===== src/rtl/mm_collector_pkg.sv =====
// -----------------------------------------------------------------------------
// mm_collector_pkg
//
// Shared defaults and derived widths for the matmul result collector, and the
// collector FSM state type.
//
//   WIDTH        bits per element
//   TILE_ELEMS   elements per result tile from the systolic array
//   OUT_ELEMS    elements per output slice
//   TOTAL_TILES  tiles per attention head
//
// Derived:
//   SLICES       output slices per tile
//   SLICE_W      bits per output slice
//   TILE_W       bits per result tile
//   SLICE_IDX_W  width of the slice index (at least 1 bit)
//   TILE_CNT_W   width of the per-head tile counter (holds 0..TOTAL_TILES)
// -----------------------------------------------------------------------------
package mm_collector_pkg;

  localparam int WIDTH       = 16;
  localparam int TILE_ELEMS  = 16;
  localparam int OUT_ELEMS   = 4;
  localparam int TOTAL_TILES = 8;

  localparam int SLICES      = TILE_ELEMS / OUT_ELEMS;
  localparam int SLICE_W     = WIDTH * OUT_ELEMS;
  localparam int TILE_W      = WIDTH * TILE_ELEMS;
  localparam int SLICE_IDX_W = (SLICES > 1) ? $clog2(SLICES) : 1;
  localparam int TILE_CNT_W  = $clog2(TOTAL_TILES + 1);

  // RUN: collecting and streaming tiles of the current head.
  // DONE: every tile of the head has drained; waiting for clear.
  typedef enum logic {
    RUN  = 1'b0,
    DONE = 1'b1
  } collector_state_t;

endpackage : mm_collector_pkg


===== src/rtl/result_pingpong_bank.sv =====
// -----------------------------------------------------------------------------
// result_pingpong_bank
//
// Two-entry ping-pong tile store. Tiles are written into the bank selected by
// wr_sel and read from the bank selected by rd_sel; both pointers toggle, so
// the pair behaves as a two-deep FIFO of whole tiles.
//
// A write is accepted when the target bank is empty, or when it is the bank
// whose final slice is being released this very cycle (the freed slot is
// reused immediately, so a full pair never drops a tile that arrives in the
// release cycle).
//
// Ports:
//   clk, rst_n   clock, asynchronous active-low reset
//   clear        synchronous restart; empties both banks, resets pointers
//   wr_en        tile write request (caller gates it to the RUN state)
//   wr_tile      tile data to store
//   rd_release   final slice of the current read bank has handshaken
//   rd_tile      contents of the current read bank
//   rd_full      current read bank holds a tile
//   both_full    both banks hold a tile
//   wr_drop      wr_en could not be accepted this cycle
// -----------------------------------------------------------------------------
module result_pingpong_bank #(
  parameter int TILE_W = mm_collector_pkg::TILE_W
) (
  input  logic              clk,
  input  logic              rst_n,
  input  logic              clear,
  input  logic              wr_en,
  input  logic [TILE_W-1:0] wr_tile,
  input  logic              rd_release,
  output logic [TILE_W-1:0] rd_tile,
  output logic              rd_full,
  output logic              both_full,
  output logic              wr_drop
);

  logic [TILE_W-1:0] bank [2];
  logic [1:0]        full;
  logic              wr_sel;
  logic              rd_sel;
  logic              wr_accept;
  logic              target_freed;

  // The write target counts as free when the reader is releasing that same
  // bank in this cycle.
  assign target_freed = rd_release && (rd_sel == wr_sel);
  assign wr_accept    = wr_en && (!full[wr_sel] || target_freed);
  assign wr_drop      = wr_en && !wr_accept;

  assign rd_tile   = bank[rd_sel];
  assign rd_full   = full[rd_sel];
  assign both_full = full[0] & full[1];

  // NOTE: sequential state uses non-blocking assignments so every flop samples
  // the pre-edge values; blocking here would let the release update leak into
  // the accept update within the same edge.
  always_ff @(posedge clk or negedge rst_n) begin
    if (!rst_n) begin
      full   <= 2'b00;
      wr_sel <= 1'b0;
      rd_sel <= 1'b0;
    end else if (clear) begin
      full   <= 2'b00;
      wr_sel <= 1'b0;
      rd_sel <= 1'b0;
    end else begin
      if (rd_release) begin
        full[rd_sel] <= 1'b0;
        rd_sel       <= ~rd_sel;
      end
      // Placed after the release so a same-bank refill leaves the flag set.
      if (wr_accept) begin
        full[wr_sel] <= 1'b1;
        wr_sel       <= ~wr_sel;
      end
    end
  end

  // NOTE: tile storage deliberately has no reset; the full flags alone say
  // whether a bank holds valid data, and leaving wide data flops unreset
  // keeps them off the reset tree.
  always_ff @(posedge clk) begin
    if (wr_accept && !clear) begin
      bank[wr_sel] <= wr_tile;
    end
  end

endmodule : result_pingpong_bank


===== src/rtl/mm_result_collector.sv =====
// -----------------------------------------------------------------------------
// mm_result_collector
//
// Collects completed result tiles from the systolic matmul array into a
// two-entry ping-pong store and streams each tile to the next attention stage
// as OUT_ELEMS-element slices over a valid/ready interface. Tiles are counted
// per head; after TOTAL_TILES tiles have drained the block sits in DONE until
// clear starts the next head.
//
// Ports:
//   clk, rst_n    clock, asynchronous active-low reset
//   clear         synchronous restart for the next head (highest priority)
//   in_valid      tile strobe from the buffer controller
//   in_tile       result tile, element 0 in the LSBs
//   stall_req     both banks full; the controller must hold off new tiles
//   m_valid       output slice valid
//   m_ready       downstream accept
//   m_data        current slice, zero when m_valid is low
//   m_tile_last   current slice is the last of its tile
//   m_last        current slice is the last slice of the last tile of the head
//   done          all tiles of the head have drained (level)
//   overflow      sticky: at least one tile was dropped
// -----------------------------------------------------------------------------
module mm_result_collector #(
  parameter int WIDTH       = mm_collector_pkg::WIDTH,
  parameter int TILE_ELEMS  = mm_collector_pkg::TILE_ELEMS,
  parameter int OUT_ELEMS   = mm_collector_pkg::OUT_ELEMS,
  parameter int TOTAL_TILES = mm_collector_pkg::TOTAL_TILES
) (
  input  logic                        clk,
  input  logic                        rst_n,
  input  logic                        clear,
  input  logic                        in_valid,
  input  logic [WIDTH*TILE_ELEMS-1:0] in_tile,
  output logic                        stall_req,
  output logic                        m_valid,
  input  logic                        m_ready,
  output logic [WIDTH*OUT_ELEMS-1:0]  m_data,
  output logic                        m_tile_last,
  output logic                        m_last,
  output logic                        done,
  output logic                        overflow
);

  import mm_collector_pkg::*;

  localparam int SLICES      = TILE_ELEMS / OUT_ELEMS;
  localparam int SLICE_W     = WIDTH * OUT_ELEMS;
  localparam int TILE_W      = WIDTH * TILE_ELEMS;
  localparam int SLICE_IDX_W = (SLICES > 1) ? $clog2(SLICES) : 1;
  localparam int TILE_CNT_W  = $clog2(TOTAL_TILES + 1);

  localparam logic [SLICE_IDX_W-1:0] LAST_SLICE = SLICE_IDX_W'(SLICES - 1);
  localparam logic [TILE_CNT_W-1:0]  LAST_TILE  = TILE_CNT_W'(TOTAL_TILES - 1);

  // A tile must split into a whole number of slices.
  if ((TILE_ELEMS % OUT_ELEMS) != 0) begin : g_bad_slicing
    $error("mm_result_collector: TILE_ELEMS must be a multiple of OUT_ELEMS");
  end

  collector_state_t               state;
  logic [SLICE_IDX_W-1:0]         slice_idx;
  logic [TILE_CNT_W-1:0]          tile_cnt;

  logic [TILE_W-1:0]              rd_tile;
  logic [SLICES-1:0][SLICE_W-1:0] rd_slices;
  logic                           rd_full;
  logic                           both_full;
  logic                           wr_en;
  logic                           wr_drop;
  logic                           handshake;
  logic                           last_slice;
  logic                           rd_release;

  // Tiles are only accepted while the head is still running; anything that
  // arrives in DONE is counted as an overflow below.
  assign wr_en      = in_valid && (state == RUN);
  assign last_slice = (slice_idx == LAST_SLICE);
  assign handshake  = m_valid && m_ready;
  assign rd_release = handshake && last_slice;

  result_pingpong_bank #(
    .TILE_W (TILE_W)
  ) u_bank (
    .clk        (clk),
    .rst_n      (rst_n),
    .clear      (clear),
    .wr_en      (wr_en),
    .wr_tile    (in_tile),
    .rd_release (rd_release),
    .rd_tile    (rd_tile),
    .rd_full    (rd_full),
    .both_full  (both_full),
    .wr_drop    (wr_drop)
  );

  // View the read tile as an array of slices; slice 0 sits in the LSBs.
  assign rd_slices = rd_tile;

  assign m_valid     = rd_full;
  assign stall_req   = both_full;
  assign m_tile_last = m_valid && last_slice;
  assign m_last      = m_tile_last && (tile_cnt == LAST_TILE);
  assign done        = (state == DONE);

  // NOTE: every combinational output gets a default before any condition, so
  // no path leaves it unassigned and no latch is inferred.
  always_comb begin
    m_data = '0;
    if (m_valid) begin
      m_data = rd_slices[slice_idx];
    end
  end

  always_ff @(posedge clk or negedge rst_n) begin
    if (!rst_n) begin
      state     <= RUN;
      slice_idx <= '0;
      tile_cnt  <= '0;
      overflow  <= 1'b0;
    end else if (clear) begin
      // Inputs and handshakes in the clear cycle are ignored entirely.
      state     <= RUN;
      slice_idx <= '0;
      tile_cnt  <= '0;
      overflow  <= 1'b0;
    end else begin
      if (handshake) begin
        slice_idx <= last_slice ? '0 : slice_idx + 1'b1;
      end

      if (rd_release) begin
        tile_cnt <= tile_cnt + 1'b1;
        if ((state == RUN) && (tile_cnt == LAST_TILE)) begin
          state <= DONE;
        end
      end

      // Dropped because both banks stay full, or because the head is over.
      if (wr_drop || (in_valid && (state == DONE))) begin
        overflow <= 1'b1;
      end
    end
  end

endmodule : mm_result_collector

===== config.mk =====
export PLATFORM = sky130hd
export DESIGN_NAME = mm_result_collector
export DESIGN_NICKNAME = d
export VERILOG_FILES = /design/src/rtl/mm_collector_pkg.sv /design/src/rtl/result_pingpong_bank.sv /design/src/rtl/mm_result_collector.sv
export SDC_FILE = /design/constraint.sdc
export NUM_CORES = 1
export LEC_CHECK = 0
export ABC_CLOCK_PERIOD_IN_PS = 25700
export CORE_ASPECT_RATIO = 1.2
export CORE_MARGIN = 10
export CORE_UTILIZATION = 45
export CTS_CLUSTER_DIAMETER = 150
export DETAILED_ROUTE_END_ITERATION = 10
export GPL_TIMING_DRIVEN = 1
export PLACE_DENSITY = 0.67
export SETUP_SLACK_MARGIN = 0.4
export SLEW_MARGIN = 20
export SYNTH_ARGS = -nofsm -noshare
export SYNTH_HDL_FRONTEND = slang
export SYNTH_SLANG_ARGS = --single-unit
export TNS_END_PERCENT = 10

===== constraint.sdc =====
create_clock -name clk -period 25.7 [get_ports clk]
set_clock_uncertainty 0.15 [all_clocks]
set_input_delay 2.57 -clock clk [delete_from_list [all_inputs] [get_ports clk]]
set_output_delay 2.57 -clock clk [all_outputs]
set_load 0.02 [all_outputs]

-- Yosys cells after proc, flatten, opt, wreduce, memory -nomap -nowiden
Memories as Yosys holds them, arrays and structs flattened.
Cells that the tools add are included.
- bits in registers: 12
- bits in writable memories: 512
- bits of input ports: 261
- output and inout bits: 70
- word-level logic and storage cells: 80
- memories kept: 1
- add/subtract/negate cells: 2
- order comparisons: 5
- eq/ne operators: 3
- mux-type cells: 31
- bitwise logic cells: 7
- reductions and logical operators: 24
- memories (memory ; depth ; width ; read ports ; clocked after memory_dff ; wr ports ; RTL line ; text):
    u_bank.bank ; 2 ; 256 ; 1 ; 0 ; 1 ; result_pingpong_bank.sv:39 ; logic [TILE_W-1:0] bank [2];
- operators with widths (operator ; count):
    $bmux W64 S2 ; 1
    $mux W64 ; 2
    $mux W1 ; 17
    $mux W2 ; 7
    $logic_and A1 B1 Y1 ; 13
    $reduce_bool A2 Y1 ; 5
    $mux W4 ; 2
    $add A4 B1 Y4 const B ; 1
    $eq A4 B3 Y1 const B ; 1
    $lt A1 B2 Y1 const B ; 2
    $logic_not A1 Y1 ; 3
    $lt A2 B3 Y1 const B ; 1
    $not A1 Y1 ; 3
    $add A2 B1 Y2 const B ; 1
    $and A2 B2 Y2 ; 1
    $demux W1 S1 ; 2
    $eq A2 B2 Y1 const B ; 1
    $ge A1 B1 Y1 const B ; 2
    $logic_or A1 B1 Y1 ; 2
    $not A2 Y2 ; 1
    $or A2 B2 Y2 ; 1
    $reduce_and A2 Y1 ; 1
    $and A1 B1 Y1 ; 1
    $eq A1 B1 Y1 ; 1

-- Depth between registers and ports, before layout
- depth after elaboration: 12
- mapped depth: 7
- gate-level depth less buffers: 4

-- By module
A second synthesis with hierarchy kept.
- cell total of the unflattened synthesis: 1013
- area total of the unflattened synthesis: 21171.6 um^2
- modules (own cells, without submodules) (module ; times used ; cells each ; area each (um^2) ; sequential area each (um^2)):
    result_pingpong_bank ; 1 ; 824 ; 18806.8 ; 15474.8
    mm_result_collector ; 1 ; 189 ; 2364.8 ; 200.2

-- Least setup slack after synthesis
OpenSTA, ideal clock, no wires.
- kind: input to register
- start: input port clear
- end: memory u_bank.bank[0][0] (netlist bit) (enable)
- library setup time: 1190 ps
- arrival time: 20143 ps
- required time: 24360 ps
- setup slack: 4217 ps
- stages on the path: 1
- path buffers: 0
- cells stage by stage: nor3_1
- longest elaborated chain between the ends: 4
- RTL lines (what ; RTL line ; text):
    from (decl) ; mm_result_collector.sv:32 ; input logic clear,
    $logic_not A1 Y1 ; result_pingpong_bank.sv:85 ; if (wr_accept && !clear) begin
    $logic_and A1 B1 Y1 ; result_pingpong_bank.sv:85 ;
    $mux W1 ; result_pingpong_bank.sv:85 ;
    $mux W1 (implied by the code) ; result_pingpong_bank.sv:86 ; bank[wr_sel] <= wr_tile;
    to (decl) ; result_pingpong_bank.sv:39 ;
Every way passes these cells.

-- Final worst setup path
- start: register u_bank.rd_sel
- end: output port m_data[1]
- longest elaborated chain between the ends: 4
- elaborated cells on any way between the ends: 6
- classes of those cells: mux (5); memory (1)
- RTL lines (what ; RTL line ; text):
    from (decl) ; result_pingpong_bank.sv:42 ; logic rd_sel;
    from (signal assigned) ; result_pingpong_bank.sv:71 ; rd_sel <= ~rd_sel;
    $mem_v2 Z2 W256 ; - ;
    $bmux W64 S2 ; mm_result_collector.sv:111 ; m_data = rd_slices[slice_idx];
    $mux W64 (implied by the code) ; mm_result_collector.sv:111 ;
    $mux W64 (*) ; mm_result_collector.sv:110 ; if (m_valid) begin
    to (decl) ; mm_result_collector.sv:38 ; output logic [WIDTH*OUT_ELEMS-1:0] m_data,
Mark *: on every way between the ends. The rest lies on a longest branch, timed or not. The select of a mux whose other input is x is not followed.

==> results.tsv <==
metric	value	unit
post-cts resize count	0	
Worst VDD drop	0.0000587	V
CP arrival	4220	ps
status	completed	
Leak	8.02	nW
relative slew slack	30.0	%
clock sinks	524	
length in cells of the worst reg-to-reg path	7	
hold depth	1	
Port Buffer Count	330	
most frequent cells in the layout	512 x edfxtp_1, 330 x clkdlybuf4s50_1, 128 x mux4_2	
All-Layer GR Usage	16.5	%
leading cell type in the layout, fill and taps excluded	edfxtp_1	
first-pass GRT wire length	65.4	mm
Clock Root Buffer	clkbuf_16	
gate count of the mapped netlist	818	
DIE AREA	52600	um^2
# Post-CTS Setup Buffers	0	
largest net degree at the start of global routing	79	
Post-Route WL	43.8	mm
average size of a mapped cell	24.1	um^2
unrepaired setup endpoints after global routing	no	
fin crit period	6940	ps
Die X	211	um
fin. max-slew vios	0	
GR Overflow Total	0	
Final Non-Filler Cells	1766	
Layout area overhead	28.4	%
Unique masters post-synth	35	
DP HPWL	28.5	mm
Final Cell Area	25300	um^2
Via-to-Cell Ratio	5.44	
average wire per standard cell	24.8	um
core area	43000	um^2
Final #Nets	1432	
final hold violation count	0	
routed vias	9612	
Setup TNS	0	ps
H-tree depth	2	
Pwr Density	73.4	nW/um^2
utilization after layout	58.8	%
Initial Util	45.8	%
Worst-Margin Slew	1050	ps
row count	83	
GP Congestion	0.744	
synth warn	0	
Cell Area, Synth	19700	um^2
CTS tree	yes	
CP Launch Type	flip-flop	
Reg clk slew, reported paths	60	ps
Hold Path Class	reg -> reg	
clk_lat worst skew	570	ps
Worst setup EP type	primary output	
post-route ant nets	0	
Cells after DPL	1668	
Max-cap violations	0	
layout cells sized above 1	18.3	%
dpl ws	19050	ps
Top Ports	331	
final worst slack	18760	ps
Hold Buf Count CTS	0	
# setup viols final	0	
1st-pass router iterations	4	
vias in the first global route	10600	
share of the clock period used by the worst path	27.0	%
clock buffer depth	3	
Mapped Nets	1081	
Cell Area, Placed	23600	um^2
DIE HEIGHT	249	um
#FFs+latches synth	524	
post-synthesis sequential area ratio	79.6	%
CTS Buf Count	51	
DRT iter0 DRCs	603	
max frequency	0.144	GHz
Setup CP Type	reg -> out	
CP required	22980	ps
antenna violations before repair	4	
Remaining DRCs	0	
CP Max Fanout	50	
[path summary, 6_finish.rpt]
kind,slack [ps],start,endpoint
min reg2reg,390,overflow$_DFFE_PN0P_,overflow$_DFFE_PN0P_
min in group asynchronous,2210,rst_n,tile_cnt[1]$_DFFE_PN0P_
max reg2reg,20760,slice_idx[0]$_DFFE_PN0P_,u_bank.bank[0][73]$_DFFE_PP_
max,18760,u_bank.rd_sel$_DFFE_PN0P_,m_data[1]
max in group asynchronous,22770,rst_n,slice_idx[0]$_DFFE_PN0P_
min,390,overflow$_DFFE_PN0P_,overflow$_DFFE_PN0P_
[registers in the layout, summed over array words and instances, names as in the netlist]
signal         cells
u_bank.full        2
u_bank.bank      512
tile_cnt           4
slice_idx          2
u_bank.rd_sel      1
u_bank.wr_sel      1
overflow           1
done               1
[where the power goes]
group | total, W | switching (W) | internal [W]
combinational | 0.000130 | 0.0000585 | 0.0000712
sequential | 0.000980 | 0.00000895 | 0.000971
clock | 0.000748 | 0.000301 | 0.000446
total | 0.00186 | 0.000369 | 0.00149
[kinds of logic after synthesis]
kind of cell / count (synthesis) / share of synthesized area (%)
AOI/OAI and AO/OA: 85 / 3.46
xor gates and xnor gates: 1 / 0.0445
adders and majority gates: 2 / 0.127
buffers and inverters: 46 / 1.14
DFF: 524 / 79.6
muxes: 131 / 14.9
and+or+nand+nor: 29 / 0.819
[area by class of cell]
class	count	area [um^2]
Sequential cell	524	15700
Antenna cell	3	7.51
Tap cell	552	691
Timing Repair Buffer	342	3390
Clock buffer	63	1360
Multi-Input combinational cell	248	3820
Clock inverter	32	329
Inverter	2	7.51
Fill cell	3135	17700
[through the flow]
step	power, W	hold slack (ps)
2_1_floorplan	0.00107	369
3_3_place_gp	0.00113	374
3_5_place_dp	0.00113	387
4_1_cts	0.00188	404
5_1_grt	0.00192	446
6_report	0.00186	390
[critical path, cell delays in order, from the launching register on]
cell,delay (ps)
dfrtp_4,1080
mux2i_4,240
nor2_4,750
buf_4,630
a22o_1,280
clkdlybuf4s50_1,630
[layer usage]
metal | up-vias | wire length, um | share of wire [%] | GRT usage (%)
met5 | - | 11 | 0.025 | 0
met4 | 2 | 1030 | 2.3 | 6.07
li1 | 4274 | - | - | -
met2 | 286 | 23300 | 53 | 28.4
met3 | 59 | 2730 | 6.2 | 4.22
met1 | 4991 | 16700 | 38 | 19.5
[synthesized netlist by cell type (all sizes together)]
cell type / number / area share, %
a41oi: 1 / 0.044
buf: 24 / 0.72
mux4: 128 / 15
nand3: 5 / 0.13
inv: 2 / 0.038
xnor2: 1 / 0.044
ha: 2 / 0.13
nor2b: 2 / 0.063
edfxtp: 512 / 78
nor3: 2 / 0.051
and2: 4 / 0.13
nor2: 5 / 0.11
or3: 2 / 0.063
a22o: 64 / 2.8
clkbuf: 20 / 0.38
nand3b: 1 / 0.038
or2: 1 / 0.032
o31a: 1 / 0.044
a21oi: 10 / 0.25
mux2: 1 / 0.057
or4: 2 / 0.076
o21a: 1 / 0.038
o32ai: 1 / 0.044
dfrtp: 12 / 1.5
nand2: 2 / 0.038
o31ai: 1 / 0.038
nand2b: 2 / 0.063
o21ai: 6 / 0.15
mux2i: 2 / 0.17
and3: 1 / 0.032
Note: power is estimated with default switching activity, not from simulation.
==> patch, RTL diff (same flow settings) <==
Register the output `overflow` once more; this adds one clock of latency there. The other outputs are not delayed to match.
--- a/src/rtl/mm_result_collector.sv
+++ b/src/rtl/mm_result_collector.sv
@@ -52,6 +52,8 @@
 
   localparam logic [SLICE_IDX_W-1:0] LAST_SLICE = SLICE_IDX_W'(SLICES - 1);
   localparam logic [TILE_CNT_W-1:0]  LAST_TILE  = TILE_CNT_W'(TOTAL_TILES - 1);
+
+  logic overflow_s0;
 
   // A tile must split into a whole number of slices.
   if ((TILE_ELEMS % OUT_ELEMS) != 0) begin : g_bad_slicing
@@ -117,13 +119,13 @@
       state     <= RUN;
       slice_idx <= '0;
       tile_cnt  <= '0;
-      overflow  <= 1'b0;
+      overflow_s0 <= 1'b0;
     end else if (clear) begin
       // Inputs and handshakes in the clear cycle are ignored entirely.
       state     <= RUN;
       slice_idx <= '0;
       tile_cnt  <= '0;
-      overflow  <= 1'b0;
+      overflow_s0 <= 1'b0;
     end else begin
       if (handshake) begin
         slice_idx <= last_slice ? '0 : slice_idx + 1'b1;
@@ -138,9 +140,13 @@
 
       // Dropped because both banks stay full, or because the head is over.
       if (wr_drop || (in_valid && (state == DONE))) begin
-        overflow <= 1'b1;
+        overflow_s0 <= 1'b1;
       end
     end
   end
 
+  always_ff @(posedge clk) begin
+    overflow <= overflow_s0;
+  end
+
 endmodule : mm_result_collector
Check against the original RTL: not equivalent (a bounded check fails within 4 cycles, from zero or initial values and one cycle with rst_n low).
==> patch against the unedited design <==
- die area about the same
- sequential cell count grew 1
- worst hold slack worse by 0.11 ns
- power fell by 0.95%
- worst setup slack improved by 0.10 ns
- wire length rose by 0.79%
- first-iteration DRC count rose by 2.8%
- combinational power is essentially flat
- utilization fell by 0.17 points
- synthesized area rose by 0.10%
- sequential power is essentially flat
- cell area about the same
==> patch: results (changes against the unedited design) <==
[setup_path]
r2r_end=u_bank.bank[1][42]
critPathArrivalTime_ns=4.12  ; -0.10 ns
r2r_start=u_bank.rd_sel
worst_r2r_path_depth=6  ; -1
max_stage_delay_ns=0.79  ; -0.29 ns
cp-endpoint=m_data[0]

[place]
dp_hpwl_mm=28.6  ; +0.58%

[yosys]
synthAdderAreaFrac_pct=0.127  ; -0.00013 points
yosysSeqAreaShare_pct=79.6  ; about the same
async_flop_share_pct=2.29  ; -0.0044 points
muxShareOfSynthArea_pct=14.8  ; -0.015 points
synth_xor_area_share_pct=0.0444  ; -0.000045 points

[finish]
fin_nets=1433  ; +0.070%
fin_cells=1767  ; +0.057%
drive_gt1_share_pct=17.9  ; -0.38 points

[clock_tree]
cts_made_buffers=52  ; +2.0%

[power]
ir_drop_mv=0.0617  ; +5.2%
pwr.group.clock_mw=0.729  ; -3%

[global_route]
grt_use_total_pct=16.7  ; +0.20 points
met2_usage_pct=28.3  ; about the same
grt_pass1_vias=10600  ; -0.46%
use_met1_pct=19.8  ; +0.30 points

[detailed_routing]
dr.pass1.iters=5  ; +1
wl_per_cell_um=25.0  ; +0.74%
wl_met1_mm=16.8  ; +0.73%
dr_wl_met2_mm=23.0  ; -1.4%

[timing]
worst_pin_slew_ns=1.09  ; +0.0398 ns
finalCritPeriodShare_pct=26.6  ; -0.39 points

[run_status]
status=complete, no violations

patch: worst min-delay path by stage:
stage	from	end	slack, ns	depth (start not counted)
after floorplan	overflow_s0	overflow	0.22	0
after global placement	overflow_s0	overflow	0.24	0
after detailed placement	overflow_s0	overflow	0.25	0
after CTS	overflow_s0	overflow	0.28	0
after global routing	overflow_s0	overflow	0.30	0
final	overflow_s0	overflow	0.28	0
patch: area by class of cell:
class | count | area, um2
Tap cell | 552 | 691
Fill cell | 3148 | 17800
Multi-Input combinational cell | 248 | 3820
Antenna cell | 6 | 15.0
Clock inverter | 28 | 262
Clock buffer | 65 | 1370
Timing Repair Buffer | 341 | 3410
Inverter | 2 | 7.51
Sequential cell | 525 | 15700
patch: critical path, delay by kind of cell, from the launching register on:
family | cells | cell delay (ns)
buffers and inverters | 3 | 1.92
flip-flops | 1 | 0.79
multiplexers | 1 | 0.44
AO/OA/AOI/OAI | 1 | 0.25
